## src/rtl/mem_access_sequencer_if.sv

```systemverilog
// Request, RAM and response signals of the byte-serial memory access sequencer.
// The slave modport is the sequencer's view; the master modport is the requester/RAM side.
interface mem_access_sequencer_if;
    logic        req_valid;
    logic        req_ready;
    logic        req_rw;
    logic [1:0]  req_size;
    logic        req_signed;
    logic [8:0]  req_addr;
    logic [31:0] req_wdata;

    logic        ram_en;
    logic        ram_r_w;
    logic [8:0]  ram_addr;
    logic [7:0]  ram_wdata;
    logic [7:0]  ram_rdata;

    logic        resp_valid;
    logic [31:0] resp_rdata;
    logic        resp_err;

    modport slave (
        input  req_valid, req_rw, req_size, req_signed, req_addr, req_wdata, ram_rdata,
        output req_ready, ram_en, ram_r_w, ram_addr, ram_wdata, resp_valid, resp_rdata, resp_err
    );

    modport master (
        output req_valid, req_rw, req_size, req_signed, req_addr, req_wdata, ram_rdata,
        input  req_ready, ram_en, ram_r_w, ram_addr, ram_wdata, resp_valid, resp_rdata, resp_err
    );
endinterface

```

## src/rtl/mem_access_sequencer.sv

```systemverilog
// Splits byte/half/word loads and stores into big-endian byte accesses on a 512x8 RAM,
// one ISSUE + CAPTURE pair per byte, then reports the assembled result for one cycle.
module mem_access_sequencer (
    input  logic                         clock,
    input  logic                         reset_n,
    mem_access_sequencer_if.slave        bus
);

    typedef enum logic [1:0] {IDLE, ISSUE, CAPTURE, DONE} state_t;

    state_t      state;
    state_t      state_next;

    logic [8:0]  base_addr;
    logic [1:0]  last_idx;
    logic [1:0]  byte_idx;
    logic        op_rw;
    logic        op_signed;
    logic [31:0] op_wdata;
    logic [31:0] assembled;

    logic [8:0]  ram_addr_q;
    logic [7:0]  ram_wdata_q;
    logic        ram_r_w_q;
    logic [31:0] resp_rdata_q;
    logic        resp_err_q;

    logic        req_err;
    logic [1:0]  req_last;
    logic [1:0]  lane;
    logic [1:0]  next_idx;
    logic [1:0]  next_lane;
    logic [7:0]  first_wbyte;
    logic [7:0]  next_wbyte;
    logic [31:0] merged;
    logic [31:0] load_result;

    // Decode the incoming request: index of its last byte and whether it is misaligned/illegal.
    always_comb begin
        req_err  = 1'b0;
        req_last = 2'd0;
        case (bus.req_size)
            2'b00: req_last = 2'd0;
            2'b01: begin
                req_last = 2'd1;
                req_err  = bus.req_addr[0];
            end
            2'b10: begin
                req_last = 2'd3;
                req_err  = |bus.req_addr[1:0];
            end
            default: req_err = 1'b1;
        endcase
    end

    // Byte k travels in lane (N-1-k), so the lowest address carries the most significant byte.
    always_comb begin
        lane        = last_idx - byte_idx;
        next_idx    = byte_idx + 2'd1;
        next_lane   = last_idx - next_idx;
        first_wbyte = bus.req_wdata[{req_last, 3'b000} +: 8];
        next_wbyte  = op_wdata[{next_lane, 3'b000} +: 8];
        merged      = assembled;
        merged[{lane, 3'b000} +: 8] = bus.ram_rdata;
    end

    always_comb begin
        load_result = merged;
        case (last_idx)
            2'd0:    load_result = {{24{op_signed & merged[7]}}, merged[7:0]};
            2'd1:    load_result = {{16{op_signed & merged[15]}}, merged[15:0]};
            default: load_result = merged;
        endcase
    end

    always_ff @(posedge clock or negedge reset_n) begin
        if (!reset_n) state <= IDLE;
        else          state <= state_next;
    end

    // Errored requests skip the RAM entirely and go straight to the response cycle.
    always_comb begin
        state_next = state;
        case (state)
            IDLE:    if (bus.req_valid) state_next = req_err ? DONE : ISSUE;
            ISSUE:   state_next = CAPTURE;
            CAPTURE: state_next = (byte_idx == last_idx) ? DONE : ISSUE;
            DONE:    state_next = IDLE;
            default: state_next = IDLE;
        endcase
    end

    // RAM address/data are registered one edge ahead of each ISSUE cycle and held otherwise.
    always_ff @(posedge clock or negedge reset_n) begin
        if (!reset_n) begin
            base_addr    <= '0;
            last_idx     <= '0;
            byte_idx     <= '0;
            op_rw        <= 1'b0;
            op_signed    <= 1'b0;
            op_wdata     <= '0;
            assembled    <= '0;
            ram_addr_q   <= '0;
            ram_wdata_q  <= '0;
            ram_r_w_q    <= 1'b1;
            resp_rdata_q <= '0;
            resp_err_q   <= 1'b0;
        end else begin
            case (state)
                IDLE: begin
                    if (bus.req_valid) begin
                        base_addr <= bus.req_addr;
                        last_idx  <= req_last;
                        byte_idx  <= 2'd0;
                        op_rw     <= bus.req_rw;
                        op_signed <= bus.req_signed;
                        op_wdata  <= bus.req_wdata;
                        assembled <= '0;
                        if (req_err) begin
                            resp_rdata_q <= '0;
                            resp_err_q   <= 1'b1;
                        end else begin
                            ram_addr_q  <= bus.req_addr;
                            ram_r_w_q   <= bus.req_rw;
                            ram_wdata_q <= first_wbyte;
                        end
                    end
                end
                CAPTURE: begin
                    if (op_rw) assembled <= merged;
                    if (byte_idx == last_idx) begin
                        resp_rdata_q <= op_rw ? load_result : 32'd0;
                        resp_err_q   <= 1'b0;
                    end else begin
                        byte_idx    <= next_idx;
                        ram_addr_q  <= base_addr + {7'd0, next_idx};
                        ram_wdata_q <= next_wbyte;
                    end
                end
                default: ;
            endcase
        end
    end

    assign bus.req_ready  = (state == IDLE);
    assign bus.ram_en     = (state == ISSUE);
    assign bus.resp_valid = (state == DONE);
    assign bus.ram_addr   = ram_addr_q;
    assign bus.ram_wdata  = ram_wdata_q;
    assign bus.ram_r_w    = ram_r_w_q;
    assign bus.resp_rdata = resp_rdata_q;
    assign bus.resp_err   = resp_err_q;

endmodule

```

## src/flat_wrapper.sv

```systemverilog
// flat-port wrapper written by rule: the top's interface ports become plain ports
module mem_access_sequencer_flat 
  (clock, reset_n, bus_req_valid, bus_req_rw, bus_req_size, bus_req_signed, bus_req_addr, bus_req_wdata, bus_ram_rdata, bus_req_ready, bus_ram_en, bus_ram_r_w, bus_ram_addr, bus_ram_wdata, bus_resp_valid, bus_resp_rdata, bus_resp_err);
  mem_access_sequencer_if bus_i ();
  input  logic clock;
  input  logic reset_n;
  input wire logic [$bits(bus_i.req_valid)-1:0] bus_req_valid;
  input wire logic [$bits(bus_i.req_rw)-1:0] bus_req_rw;
  input wire logic [$bits(bus_i.req_size)-1:0] bus_req_size;
  input wire logic [$bits(bus_i.req_signed)-1:0] bus_req_signed;
  input wire logic [$bits(bus_i.req_addr)-1:0] bus_req_addr;
  input wire logic [$bits(bus_i.req_wdata)-1:0] bus_req_wdata;
  input wire logic [$bits(bus_i.ram_rdata)-1:0] bus_ram_rdata;
  output wire logic [$bits(bus_i.req_ready)-1:0] bus_req_ready;
  output wire logic [$bits(bus_i.ram_en)-1:0] bus_ram_en;
  output wire logic [$bits(bus_i.ram_r_w)-1:0] bus_ram_r_w;
  output wire logic [$bits(bus_i.ram_addr)-1:0] bus_ram_addr;
  output wire logic [$bits(bus_i.ram_wdata)-1:0] bus_ram_wdata;
  output wire logic [$bits(bus_i.resp_valid)-1:0] bus_resp_valid;
  output wire logic [$bits(bus_i.resp_rdata)-1:0] bus_resp_rdata;
  output wire logic [$bits(bus_i.resp_err)-1:0] bus_resp_err;
  assign bus_i.req_valid = bus_req_valid;
  assign bus_i.req_rw = bus_req_rw;
  assign bus_i.req_size = bus_req_size;
  assign bus_i.req_signed = bus_req_signed;
  assign bus_i.req_addr = bus_req_addr;
  assign bus_i.req_wdata = bus_req_wdata;
  assign bus_i.ram_rdata = bus_ram_rdata;
  assign bus_req_ready = bus_i.req_ready;
  assign bus_ram_en = bus_i.ram_en;
  assign bus_ram_r_w = bus_i.ram_r_w;
  assign bus_ram_addr = bus_i.ram_addr;
  assign bus_ram_wdata = bus_i.ram_wdata;
  assign bus_resp_valid = bus_i.resp_valid;
  assign bus_resp_rdata = bus_i.resp_rdata;
  assign bus_resp_err = bus_i.resp_err;
  mem_access_sequencer u_core (.clock(clock), .reset_n(reset_n), .bus(bus_i));
endmodule
```

## config.mk

```make
export PLATFORM = sky130hd
export DESIGN_NAME = mem_access_sequencer_flat
export DESIGN_NICKNAME = d
export VERILOG_FILES = /design/src/rtl/mem_access_sequencer_if.sv /design/src/rtl/mem_access_sequencer.sv /design/src/flat_wrapper.sv
export SDC_FILE = /design/constraint.sdc
export NUM_CORES = 1
export LEC_CHECK = 0
export CAP_MARGIN = 20
export CORE_AREA = 4 4 118 120
export CTS_CLUSTER_SIZE = 14
export DETAILED_ROUTE_END_ITERATION = 16
export DIE_AREA = 0 0 122 124
export PLACE_DENSITY = 0.74
export SYNTH_ARGS = -nofsm -noshare
export SYNTH_HDL_FRONTEND = slang
export SYNTH_SLANG_ARGS = --single-unit
```

## constraint.sdc

```tcl
create_clock -name clock -period 3 [get_ports clock]
set_input_delay 0.75 -clock clock [delete_from_list [all_inputs] [get_ports clock]]
set_output_delay 0.75 -clock clock [all_outputs]
set_load 0.01 [all_outputs]
```

Word-level counts from Yosys, hierarchy flattened. Cells that the tools add are included.

Muxes and demuxes: 31. $add $sub $neg: 5. Bitwise gates (word level): 3. Eq/ne operators: 13. Order comparisons: 0. Div/mod/pow operators: 0. Multiply operators: 0. Reductions and logical operators: 11. Shift-type cells: 4.

Operators by type and width (number): two-way mux 32 bit (6); one-hot mux 32 bit (2 select lines) (3); variable part select 32 x 6 -> 8 bit (2); bitwise mux 32 bit (1); variable shift 8 x 7 -> 32 bit, first input constant (1); variable part select 8 x 7 -> 32 bit (1); two-way mux 9 bit (3); two-way mux 8 bit (3); one-hot mux 9 bit (2 select lines) (1); one-hot mux 8 bit (2 select lines) (1); two-way mux 2 bit (5); adder 9 x 2 -> 9 bit (1); AND reduction 3 bit (3); one-hot mux 2 bit (2 select lines) (2); one-hot mux 2 bit (4 select lines) (1); AND reduction 4 bit (2); negator 5 -> 7 bit (1); equality test 2 x 1 -> 1 bit, second input constant (3); equality test 2 bit, second input constant (3); zero test 2 bit (3); != test 2 x 1 -> 1 bit, second input constant (3); != test 2 bit, second input constant (3); subtractor 2 bit (2); two-way mux 1 bit (3); other kinds (9) (10).

Memories kept: 0. Bits in latches: 0. Bits of input ports: 56. Bits in registers: 132. Output and inout bits: 54. Word-level logic and storage cells: 80. ROM bits: 0. RAM bits: 0.

Depth between registers and ports, before layout.
Depth in word-level cells: 9. Gate-level depth with buffers: 12. Gate-level depth less buffers: 10.

Least setup slack after synthesis. OpenSTA, ideal clock, no wires.

Path type: input to register. From: input bus_req_size[0]. To: register u_core.ram_wdata_q[0] (netlist: u_core.bus.ram_wdata[0]). Setup time: 0.122 ns. Data arrival time: 2.233 ns. Buffers on the path: 1. Setup slack: 0.645 ns. Stages: 6. Data required time: 2.878 ns. Cell sequence: inv_1 -> ha_1 -> clkbuf_1 -> mux4_2 -> a21oi_1 -> a21oi_1.

Cells in the longest elaborated chain, start to end: 6. Elaborated cells between the ends (all ways): 11. Classes of those cells: eq/ne: 3; shift: 1; mux: 5; reduce/logical: 2.

Ends and longest elaborated chain: from (decl) (line flat_wrapper.sv:9) `input wire logic [$bits(bus_i.req_size)-1:0] bus_req_size;`; equality test 2 bit or equality test 2 x 1 -> 1 bit (tied branches) (line mem_access_sequencer.sv:42) `case (bus.req_size)`; one-hot mux 2 bit (2 select lines) (line mem_access_sequencer.sv:42); variable part select 32 x 6 -> 8 bit (line mem_access_sequencer.sv:61) `first_wbyte = bus.req_wdata[{req_last, 3'b000} +: 8];`; two-way mux 8 bit (line mem_access_sequencer.sv:119) `if (req_err) begin`; two-way mux 8 bit (line mem_access_sequencer.sv:111) `if (bus.req_valid) begin`; one-hot mux 8 bit (2 select lines) (line mem_access_sequencer.sv:109) `case (state)`; to (signal assigned) (line mem_access_sequencer.sv:125) `ram_wdata_q <= first_wbyte;`; to (signal assigned) (line mem_access_sequencer.sv:137) `ram_wdata_q <= next_wbyte;`; to (decl) (line mem_access_sequencer.sv:23) `logic [7:0] ram_wdata_q;`.

Several ways; a longest one is shown, not always the timed one. The select of a mux whose other input is x is not followed. A chain may end at the register's enable or synchronous reset.

Final worst setup path.
From: register u_core.byte_idx[0]. To: register u_core.resp_rdata_q[18] (netlist: u_core.bus.resp_rdata[18]).

Cells in the longest elaborated chain, start to end: 9. Elaborated cells between the ends (all ways): 14. Classes of those cells: add/sub: 2; eq/ne: 2; shift: 2; mux: 5; bitwise: 2; reduce/logical: 1.

Ends and longest elaborated chain: from (decl) (line mem_access_sequencer.sv:16) `logic [1:0] byte_idx;`; from (signal assigned) (line mem_access_sequencer.sv:135) `byte_idx <= next_idx;`; subtractor 2 bit (line mem_access_sequencer.sv:58) `lane = last_idx - byte_idx;`; negator 5 -> 7 bit (line mem_access_sequencer.sv:64) `merged[{lane, 3'b000} +: 8] = bus.ram_rdata;`; variable part select 8 x 7 -> 32 bit or variable shift 8 x 7 -> 32 bit (tied branches) (line mem_access_sequencer.sv:64); bitwise mux 32 bit (line mem_access_sequencer.sv:64); bitwise AND 1 bit (on tied branches) (line mem_access_sequencer.sv:71, mem_access_sequencer.sv:70); one-hot mux 32 bit (2 select lines) (line mem_access_sequencer.sv:69) `case (last_idx)`; two-way mux 32 bit (line mem_access_sequencer.sv:132) `resp_rdata_q <= op_rw ? load_result : 32'd0;`; two-way mux 32 bit (line mem_access_sequencer.sv:131) `if (byte_idx == last_idx) begin`; one-hot mux 32 bit (2 select lines) (line mem_access_sequencer.sv:109); to (signal assigned) (line mem_access_sequencer.sv:132); to (decl) (line mem_access_sequencer.sv:25) `logic [31:0] resp_rdata_q;`.

Several ways; a longest one is shown, not always the timed one. The select of a mux whose other input is x is not followed.

==> reports/results.tsv <==
stage	metric	value	unit
status	status	finished clean	
synthesis	Yosys warning total	0	
clock_tree	CTS Buffer Depth	2	
clock_tree	Post-CTS Setup Inserts	0	
place	DP Area	7601	sq um
setup_path	crit path launch type	flip-flop	
timing	Slew headroom	0.2642	
route	# DRC	0	
floorplanning	boundary pin count	110	
clock_tree	clock latency on the worst-skew pair	0.41	ns
global_routing	vias in the first global route	5256	
setup_path	CP Data Arrival Time	2.92	ns
flow_run	max cap viols	0	
global_routing	initial antenna violation count	0	
route	drt via density	5.430	
setup_path	Critical Path RT	3.24	ns
global_routing	met3 global-route usage	0.04905	
layout	Layout Area Growth over Synthesis	30.72	%
synthesis	sequential share of the synthesized area	0.5245	
floorplanning	die width	122	um
floorplanning	site row count	42	
global_routing	M2 GR Usage	0.3650	
route	DRT Wirelength	15710	um
synthesis	Post-Syn Area	6300	sq um
setup_path	Crit Path Max Fanout	16	
timing	RSZ-0062 raised after global routing	no	
synthesis	post-synthesis cell count	665	
synthesis	syn_area_per_cell	9.473	sq um
timing	final clock skew	0.008374	ns
clock_tree	clock sink count	132	
route	wire length per cell	16.33	um
global_routing	largest net degree at the start of global routing	57	
clock_tree	clk slew on worst S/H paths	0.06	ns
global_routing	GRT Total Usage	0.2213	
setup_path	kind of critical path	reg -> reg	
route	Final ANT Viol Nets	0	
pwr	pwr/cell area	1082	nW/um^2
clock_tree	CTS tree	built	
layout	fin area	8235	sq um
clock_tree	htree depth	4	
global_routing	busiest grt layer	met2	
route	initial drt markers	435	
global_routing	M1 GR Usage	0.2907	
route	Pre-Repair DR Iteration Count	5	
setup_path	Reg-to-Reg End	u_core.bus.resp_rdata[18]	
timing	Max Slew Vio Count	0	
setup_path	Worst setup EP type	flip-flop	
place	PortBufs	109	
setup_path	r2r setup slk	0.32	ns
timing	Slew @ Worst Pin	1.096	ns
timing	setup TNS	0	ns
synthesis	Most used DFF post-synth	dfrtp_1	
place	GPL Wtd Cong	0.8376	
pwr	Peak VDD IR	0.5061	mV
setup_path	CP startpoint	u_core.byte_idx[0]	
clock_tree	post-CTS sizing	0	
route	vias	5224	
floorplanning	Die H	124	um
setup_path	worst reg2reg path depth	7	
synthesis	net count of the mapped netlist	731	
place	dpl hpwl	10810	um
timing	FMAX	372.9	MHz
synthesis	EDFF count, synth	0	
clock_tree	root buffer cell	clkbuf_16	
synthesis	synthesis-stage register bit count	132	
global_routing	first-pass GRT wire length	26170	um
layout	layout cells sized above 1	0.1056	
layout	antenna diode count	0	
synthesis	number of library cell types mapped by synthesis	45	
global_routing	GRT overflow	0	
clock_tree	hold-fix buffers at CTS	0	
synthesis	asr flop ratio synth	1.000	
clock_tree	TritonCTS Buffers	17	
pwr	Tot Pwr	8.913	mW
setup_path	reg2reg start	u_core.byte_idx[0]	
timing	final count of hold timing violations	0	
floorplanning	die footprint	15130	sq um
floorplanning	core area	12980	sq um
timing	Final Cycle Share	0.8940	
floorplanning	Starting Density	0.4853	
layout	NumNets Final	839	
timing	endpoints failing setup	0	
setup_path	Setup crit end	u_core.bus.resp_rdata[18]	
timing	post-layout min period	2.682	ns
pwr	Pleak	3.780	nW
min_path	worst min-delay path class	in -> async	
## per-stage QoR
stage          setup WS [ns]  utilization  hold slack [ns]  instances
4_1_cts               0.3205       0.6345           0.2553        962
6_report              0.3181       0.6345           0.2590        962
5_1_grt              0.06084       0.6345           0.2638        962
3_3_place_gp          0.2155       0.5856           0.4528        930
3_5_place_dp          0.1570       0.5856           0.4611        930
2_1_floorplan         0.6446            -           0.4394        665
## critical path: stages (launching register included)
cell and delay [ns]:
dfrtp_1 0.46, inv_1 0.12, ha_1 0.46, ha_1 0.41
nand4b_1 0.17, nand2_1 0.10, o211ai_2 0.59, o211ai_1 0.19
## sequential cells by signal (all words and copies together), names as in the netlist
register and count:
u_core.bus.ram_addr 9, u_core.op_wdata 32, u_core.assembled 32, u_core.bus.resp_rdata 32, u_core.base_addr 9, u_core.bus.ram_r_w 1, u_core.op_signed 1, u_core.bus.resp_err 1
u_core.op_rw 1, u_core.last_idx 2, u_core.bus.ram_wdata 8, u_core.state 2, u_core.byte_idx 2
## cells in the mapped netlist, types with 2 or more instances
cell	instances	area share
a22oi_1	3	0.0036
mux2_2	8	0.014
o21ai_0	44	0.035
nand2b_1	3	0.0030
o31ai_1	3	0.0036
nor2_1	26	0.015
nand4b_1	2	0.0028
and3_1	10	0.0099
xnor2_1	8	0.011
ha_1	9	0.018
and2_1	2	0.0020
a31oi_1	2	0.0020
a21oi_1	52	0.041
a21o_1	8	0.0095
clkbuf_1	23	0.014
nand3_1	5	0.0040
buf_1	4	0.0024
inv_1	16	0.0095
xor2_1	4	0.0056
nand2_1	217	0.13
nand3b_1	7	0.0083
mux4_2	16	0.057
buf_2	10	0.0079
nor2b_1	11	0.011
dfrtp_1	131	0.52
o211ai_1	16	0.019
a22o_1	7	0.0097
## final cells by class
class | instances | area [sq um]
clock buffers | 20 | 456.7
clock inverters | 12 | 177.7
fillers | 1040 | 4745
inverters | 16 | 60.06
multi-input cells | 479 | 2780
flip-flops and latches | 132 | 3304
well taps | 176 | 220.2
repair buffers | 127 | 1236
## how the worst min path moves through the flow
stage	from	endpoint	slack, ns	cells past startpoint
floorplan	u_core.assembled[7]	u_core.assembled[7]	0.44	2
global placement	u_core.op_wdata[23]	u_core.op_wdata[23]	0.45	2
detailed placement	u_core.assembled[7]	u_core.assembled[7]	0.46	2
CTS	reset_n	u_core.bus.resp_rdata[21]	0.26	1
global route	reset_n	u_core.bus.resp_rdata[21]	0.26	1
finish	reset_n	u_core.bus.resp_rdata[20]	0.26	1
## layout by cell type, fill, tap and decap left out, types with 9 or more instances in the layout
cell type	Yosys	layout
o21ai_0	44	43
and3_1	10	10
mux4_2	16	16
inv_1	16	16
nand2_1	217	217
clkbuf_16	0	17
ha_1	9	9
nor2b_1	11	10
dfrtp_1	131	131
buf_4	1	18
clkdlybuf4s50_1	0	108
a21oi_1	52	52
o211ai_1	16	16
nor2_1	26	26
## per-layer routing
metal / vias up / wire, um
met4: 0 / 295
met1: 2536 / 6684
met5: - / 0
met3: 25 / 980
met2: 195 / 7747
li1: 2468 / -
## where the power goes
part | switching (mW) | internal (mW)
combinational | 2.14 | 1.70
clock | 0.768 | 1.43
sequential | 0.444 | 2.43
total | 3.35 | 5.56
## logic make-up (layout without fill, tap and decap cells)
family / after synthesis / after routing / synth area share
AO/OA/AOI/OAI: 143 / 143 / 0.1368
adder cells (fa/ha/maj): 10 / 10 / 0.02105
AND/OR/NAND/NOR: 289 / 289 / 0.1921
flip-flops: 132 / 132 / 0.5245
multiplexers: 24 / 24 / 0.07150
XOR/XNOR: 13 / 13 / 0.01927
buffers and inverters: 54 / 175 / 0.03476
Power figures use the tool's default switching activity.
